`config.mk`:
```
export PLATFORM = sky130hd
export DESIGN_NAME = mem_req_responder
export DESIGN_NICKNAME = d
export VERILOG_FILES = /design/src/rtl/mem_req_responder.sv
export SDC_FILE = /design/constraint.sdc
export NUM_CORES = 2
export LEC_CHECK = 0
export CAP_MARGIN = 20
export CORE_ASPECT_RATIO = 0.75
export CORE_UTILIZATION = 30
export DETAILED_ROUTE_END_ITERATION = 8
export PLACE_DENSITY_LB_ADDON = 0.08
export RECOVER_POWER = 50
export SETUP_SLACK_MARGIN = 0.5
export SYNTH_ARGS = -nofsm -noshare
export SYNTH_HDL_FRONTEND = slang
export SYNTH_SLANG_ARGS = --single-unit
```
`constraint.sdc`:
```
create_clock -name clk -period 6.47 [get_ports clk]
set_input_delay 1.294 -clock clk [delete_from_list [all_inputs] [get_ports clk]]
set_output_delay 1.294 -clock clk [all_outputs]
set_load 0.1 [all_outputs]
```
`src/rtl/mem_req_responder.sv`:
```
// Memory-side responder for a byte-serial request bus.
// A request is an address high byte (bit 7 = write flag), an address low byte,
// and for writes one data byte. Reads return after WAIT_CYCLES wait states.
// Optional feature macro: MEM_RESP_WRAP_EN (addresses alias modulo MEM_DEPTH,
// rangeErr never asserts). Without it, addresses >= MEM_DEPTH are out of range.
module mem_req_responder #(
  parameter int unsigned ADDR_WIDTH  = 15,
  parameter int unsigned DATA_WIDTH  = 8,
  parameter int unsigned MEM_DEPTH   = 256,
  parameter int unsigned WAIT_CYCLES = 2
) (
  input  logic                  clk,
  input  logic                  reset,
  input  logic [DATA_WIDTH-1:0] busIn,
  input  logic                  reqValid,
  output logic [DATA_WIDTH-1:0] busOut,
  output logic                  respValid,
  output logic                  busy,
  output logic [ADDR_WIDTH-1:0] addrOut,
  output logic                  rangeErr
);

  localparam int unsigned IDX_W     = (MEM_DEPTH > 1) ? $clog2(MEM_DEPTH) : 1;
  localparam int unsigned HI_W      = ADDR_WIDTH - DATA_WIDTH;
  localparam logic [3:0]  WAIT_LAST = (WAIT_CYCLES > 0) ? 4'(WAIT_CYCLES - 1) : 4'd0;

  typedef enum logic [2:0] {
    IDLE,
    ADDR_LO,
    WDATA,
    WAIT,
    RESP
  } state_t;

  state_t                  state, state_n;
  logic [ADDR_WIDTH-1:0]   addr_n;
  logic                    wr_flag, wr_flag_n;
  logic [3:0]              cnt, cnt_n;
  logic [DATA_WIDTH-1:0]   bus_n;
  logic                    resp_n, err_n, busy_n;
  logic                    mem_we;
  logic [IDX_W-1:0]        idx;
  logic                    oor;
  logic [DATA_WIDTH-1:0]   mem [MEM_DEPTH];

  // addrOut doubles as the latched transaction address
  assign idx = addrOut[IDX_W-1:0];

`ifdef MEM_RESP_WRAP_EN
  assign oor = 1'b0;
`else
  assign oor = ({1'b0, addrOut} >= (ADDR_WIDTH + 1)'(MEM_DEPTH));
`endif

  // State and registered outputs; reset drops any partial request
  always_ff @(posedge clk) begin
    if (!reset) begin
      state     <= IDLE;
      addrOut   <= '0;
      wr_flag   <= 1'b0;
      cnt       <= '0;
      busOut    <= '0;
      respValid <= 1'b0;
      rangeErr  <= 1'b0;
      busy      <= 1'b0;
    end else begin
      state     <= state_n;
      addrOut   <= addr_n;
      wr_flag   <= wr_flag_n;
      cnt       <= cnt_n;
      busOut    <= bus_n;
      respValid <= resp_n;
      rangeErr  <= err_n;
      busy      <= busy_n;
    end
  end

  // RAM write port; contents are deliberately not cleared by reset
  always_ff @(posedge clk) begin
    if (reset && mem_we) begin
      mem[idx] <= busIn;
    end
  end

  // Next-state and next-output logic
  always_comb begin
    state_n   = state;
    addr_n    = addrOut;
    wr_flag_n = wr_flag;
    cnt_n     = cnt;
    bus_n     = busOut;
    resp_n    = 1'b0;
    err_n     = 1'b0;
    mem_we    = 1'b0;
    unique case (state)
      IDLE: begin
        if (reqValid) begin
          addr_n    = {busIn[HI_W-1:0], addrOut[DATA_WIDTH-1:0]};
          wr_flag_n = busIn[DATA_WIDTH-1];
          state_n   = ADDR_LO;
        end
      end
      ADDR_LO: begin
        if (reqValid) begin
          addr_n = {addrOut[ADDR_WIDTH-1:DATA_WIDTH], busIn};
          cnt_n  = '0;
          if (wr_flag)               state_n = WDATA;
          else if (WAIT_CYCLES == 0) state_n = RESP;
          else                       state_n = WAIT;
        end
      end
      WDATA: begin
        if (reqValid) begin
          mem_we  = !oor;
          bus_n   = busIn;
          resp_n  = 1'b1;
          err_n   = oor;
          state_n = IDLE;
        end
      end
      WAIT: begin
        if (cnt == WAIT_LAST) begin
          cnt_n   = '0;
          state_n = RESP;
        end else begin
          cnt_n = cnt + 1'b1;
        end
      end
      RESP: begin
        bus_n   = oor ? '0 : mem[idx];
        resp_n  = 1'b1;
        err_n   = oor;
        state_n = IDLE;
      end
      default: state_n = IDLE;
    endcase
    busy_n = (state_n != IDLE);
  end

endmodule

```
**Yosys cells after proc, flatten, opt, wreduce, memory -nomap -nowiden**

Memory sizes are Yosys's and may differ from the RTL's. A register that Yosys moved wholly into a read port is not among the register bits.
Cells that the tools add are included.
W data, S select, Z words.

- Flip-flop bits (word level): 34
- Bits in writable memories: 2048
- Input bits: 11
- Output and inout port bits: 26
- Logic and storage cells: 57
- Memories kept: 1

- Add/sub/neg operators: 1
- Order comparisons: 1
- Equal/unequal tests: 7
- Muxes and demuxes: 25
- Bitwise logic cells: 2
- Reductions and logical operators: 11

Memory list:

| memory | words | bits a word | read ports | clocked after Yosys merged registers in | write ports | line | source |
|---|---|---|---|---|---|---|---|
| mem | 256 | 8 | 1 | 1 | 1 | 44 | `logic [DATA_WIDTH-1:0] mem [MEM_DEPTH];` |

Operator list:

| cell | number |
|---|---|
| $mux W8 | 5 |
| $pmux W15 S2 | 1 |
| $pmux W8 S2 | 1 |
| $ge A15 B9 Y1 const B | 1 |
| $mux W15 | 1 |
| $mux W3 | 4 |
| $pmux W3 S4 | 1 |
| $mux W4 | 2 |
| $pmux W4 S2 | 1 |
| $mux W1 | 7 |
| $eq A3 B2 Y1 const B | 2 |
| $reduce_and A2 Y1 | 3 |
| $reduce_and A3 Y1 | 2 |
| $add A4 B1 Y4 const B | 1 |
| $eq A4 B1 Y1 const B | 1 |
| $ne A2 B2 Y1 const B | 2 |
| $pmux W1 S2 | 2 |
| $reduce_bool A2 Y1 | 2 |
| $eq A3 B1 Y1 const B | 1 |
| $eq A3 B3 Y1 const B | 1 |
| $logic_not A3 Y1 | 1 |
| $reduce_bool A3 Y1 | 1 |
| $not A1 Y1 | 2 |
| $logic_and A1 B1 Y1 | 1 |
| $logic_not A1 Y1 | 1 |

**Logic depth before layout (Yosys ltp)**

- Depth after elaboration: 7
- Gate-level depth with buffers: 12
- Gate-level depth less buffers: 7

**Worst setup path after synthesis**

No wires, ideal clock.

- Kind: register to register
- Start: reg addrOut[13]
- End: mem mem[118][0], enable pin
- Setup time: 0.370 ns
- Arrival time: 3.014 ns
- Data required time: 6.100 ns
- Slack: 3.086 ns
- Cell stages (with the launch flop): 9
- Path buffers: 1
- Clock period less this slack: 3.384 ns
- Cells stage by stage: dfxtp_1 or4_1 nor4_2 inv_1 or3_4 nor3_2 nand3_2 buf_2 nor2_1

- Cells in the longest elaborated chain, start to end: 7

RTL lines:

| element | line | source |
|---|---|---|
| start, declared | 19 | `output logic [ADDR_WIDTH-1:0] addrOut,` |
| start signal, assigned | 68 | `addrOut <= addr_n;` |
| $ge A15 B9 Y1 | 52 | `assign oor = ({1'b0, addrOut} >= (ADDR_WIDTH + 1)'(MEM_DEPTH));` |
| $logic_not A1 Y1 | 114 | `mem_we = !oor;` |
| $mux W1 | 113 | `if (reqValid) begin` |
| $mux W1 | 95 | `unique case (state)` |
| $logic_and A1 B1 Y1 | 80 | `if (reset && mem_we) begin` |
| $mux W1 | 80 |  |
| $mux W1 (implied by the code) | 81 | `mem[idx] <= busIn;` |
| end, declared | 44 |  |

No other way between the ends.

**Final worst setup path**

- Start: in busIn[4]
- End: mem mem[122][4], data pin

RTL lines:

| element | line | source |
|---|---|---|
| start, declared | 14 | `input logic [DATA_WIDTH-1:0] busIn,` |

No word-level cell before the write port.

==> key figures <==
Synth
  • Synth top area cells: edfxtp_1 76%, mux4_2 14%, nor2_1 1.4%
  • Syn Inst Count: around 3.9k
  • Post-Syn Nets: between 3k and 4k
  • Ys Warns: 0
  • Post-synth EDFFs: between 2k and 2.5k
  • Avg Cell Area, Syn: approximately 21 um2
  • Register area share after synthesis: 76.6%
  • Share of the synthesized area in the top cell type: approximately 76%
  • Ys async rst share: 0%
  • Synth cell types: 63
  • Yosys reg bits: about 2.1k
  • Syn Std Cell Area: around 81000 um2
  • Leading area contributor after synthesis: edfxtp_1
  • Synth Flop Type: edfxtp_1

STA
  • Crit path time final: just over 5 ns
  • Slew @ Worst Pin: about 5.3 ns
  • Pins Over Slew Limit: between 400 and 500
  • Fmax: 193 MHz
  • Slew Limit Headroom: -250%
  • Unrepaired setup endpoints after global routing: false
  • Setup-failing EPs final: 0
  • Tcrit/Tclk final: 79.9%
  • Setup Skew: about 0.063 ns
  • Final Hold Fails: 0
  • Setup TNS Final: 0 ns
  • Final hold slack: ~0.47 ns

Power and ir drop
  • Pwr dens: around 310 nW/um2
  • Maximum VDD drop: slightly below 0.2 mV
  • Tot Pwr: 0.0291 W
  • Leakage: about 27 nW

Routing
  • Highest Signal Layer: met5
  • Post-detailed-route via-to-cell ratio: about 5.2
  • Post-route ant nets: 0
  • DRT Pass-1 Iters: 5
  • Starting DRT DRC Count: 4840
  • Final WL: between 200000 and 300000 um
  • Met2 WL post-DR: approximately 110000 um
  • Met3 WL post-DR: 19100 um
  • Via count: roughly 41k
  • M1 WL: around 140000 um
  • Wire length per cell: around 35 um
  • Final routed DRC violation total: 0

Setup path
  • Critical path buffer and inverter count: 1
  • Crit path arrival time: 5.07 ns
  • Reg2reg setup slack: between 2 and 2.5 ns
  • Required time of the critical path: 6.37 ns
  • Crit path kind: in2reg
  • Critical Path Source Type: primary input
  • Critical path's top delay family: buffers and inverters
  • Critical path cell sequence: clkbuf_1
  • CP max FO: 79
  • Slowest CP cell: clkbuf_1
  • Crit end category: flop
  • Crit path largest cell delay: approximately 3.4 ns

Floorplanning
  • Num ports: 37
  • Starting Density: 30.2%
  • Row count: 165
  • Core area: 270000 um2
  • Die Wd: a little over 600 um
  • Die ar.: 274000 um2
  • Die height: 453 um

Final layout
  • Most frequent cells in the layout: 2048 x edfxtp_1, 513 x mux4_2, 296 x nor2_1, 227 x clkbuf_16, 177 x nand2_1
  • Reg area: 62400 um2
  • Share of cells above drive strength 1: around a quarter
  • Count of non-filler cells in the finished layout: between 7k and 8k
  • Multi-input gate area: 17800 um2
  • Leading cell type in the layout, fill and taps excluded: edfxtp_1
  • # fillers: 25.3k
  • Syn-to-layout area delta: 14.3%
  • Final core utilization: 34.5%
  • Nets: slightly above 4k

GRT
  • First-pass GRT wire length: approximately 370000 um
  • GRT Total Usage: between 20% and 30%
  • Largest net degree at the start of global routing: approximately 130
  • Vias in the first global route: between 40k and 50k
  • Antenna violations before repair: 35
  • GRT Residual Overflow: 0

Clocking
  • Post-CTS Hold Buffers: 0
  • Root Driver: clkbuf_16
  • H-tree depth: 4
  • CTS resizes: 0
  • Post-CTS Setup Inserts: 0
  • Worst-skew pair later-pin latency: around 0.9 ns
  • Worst-path clk slew: around 0.060 ns
  • TritonCTS clock tree: built
  • CTS Buf Count: about 220
  • Clock sink count: 2090
  • Maximum root-to-sink buffer count: 4

Place
  • Routability-driven placement congestion ratio: roughly 0.81
  • HPWL after detailed placement: approximately 170000 um
  • Placed Cells: about 7.4k
  • PortBufs: 36

Status
  • Failing checks: capacitance limit, slew limit
  • Status: complete, but fails checks

Hold path
  • Worst min-delay path class: reg2reg

Flow run
  • Max-cap viol count: 7
## cell type report
| cell class | instances | area share, % |
|---|---|---|
| multi-input combinational | 1578 | 19.1 |
| clock inverter | 130 | 1.26 |
| timing repair buffer | 141 | 1.51 |
| antenna | 4 | 0.0108 |
| clock buffer | 264 | 6.25 |
| tap | 3590 | 4.83 |
| sequential | 2090 | 67.0 |
| inverter | 10 | 0.0444 |
## metal layers
layer	track usage [%]	vias up
li1	-	16500
met2	27.6	1419
met5	0	-
met3	4.22	305
met4	4.35	2
met1	31.9	22500
## registers in the layout, summed over array words and instances, names as in the netlist, named ones only
register and flops:
addrOut 15, busOut 8, busy 1, cnt 4, mem 2048, rangeErr 1
respValid 1, state 3, wr_flag 1
## cells in the mapped netlist (4+ instances only)
master	number
edfxtp_1	2048
mux4_2	513
nor2_1	298
nand2_1	186
mux2i_1	99
buf_2	65
clkbuf_1	62
a21oi_1	60
o22ai_1	56
buf_4	50
o21ai_0	43
dfxtp_1	42
buf_6	36
nand3_1	32
nor3_1	28
mux2_2	22
nor2b_1	22
a211oi_1	21
a22oi_1	18
nor4_1	17
o221ai_1	16
and3_1	12
nand2b_1	11
or3_1	11
a31oi_1	9
and2_1	9
inv_1	9
buf_1	8
nand4_1	8
a221oi_1	7
a311o_1	6
nand3b_1	6
buf_8	5
nor3b_1	5
o31ai_1	5
a22o_1	4
nand3_2	4
o2111ai_1	4
o211ai_1	4
## path summary, 6_finish.rpt
path / depth (start not counted) / start / endpoint
worst max-delay path: 1 / busIn[4] / mem[122][4]
worst min-delay path: 2 / wr_flag / wr_flag
worst max register to register: 9 / flop / busOut[7]
worst min register to register: 2 / wr_flag / wr_flag
## tightest hold or removal path, delay by kind of cell, from the launching register on
| family | cells | cell delay (ns) |
|---|---|---|
| DFF | 1 | 0.31 |
| and+or+nand+nor | 1 | 0.05 |
| AOI/OAI and AO/OA | 1 | 0.05 |
## kinds of logic after synthesis
kind of cell / Yosys count / share of synthesized area, %
buffers and inverters: 236 / 1.82
adder cells (fa/ha/maj): 2 / 0.0307
AO/OA/AOI/OAI: 278 / 2.25
AND/OR/NAND/NOR: 664 / 3.63
multiplexers: 634 / 15.7
flip-flops: 2090 / 76.6
## where the power goes
| group | switching, W | internal, W | leakage [nW] |
|---|---|---|---|
| clock network | 0.00543 | 0.00721 | 3.43 |
| registers | 0.0000545 | 0.0149 | 18.7 |
| logic | 0.00112 | 0.000463 | 5.26 |
| total | 0.00660 | 0.0225 | 27.4 |
## through the flow
stage          cell area, um2  setup WS, ns
5_1_grt                 93100          1.01
4_1_cts                 93100          2.02
3_3_place_gp            86200          1.39
2_1_floorplan           81400          3.09
6_report                93100          1.30
3_5_place_dp            86200          1.41
No activity file was read; power rests on OpenSTA's default activity.
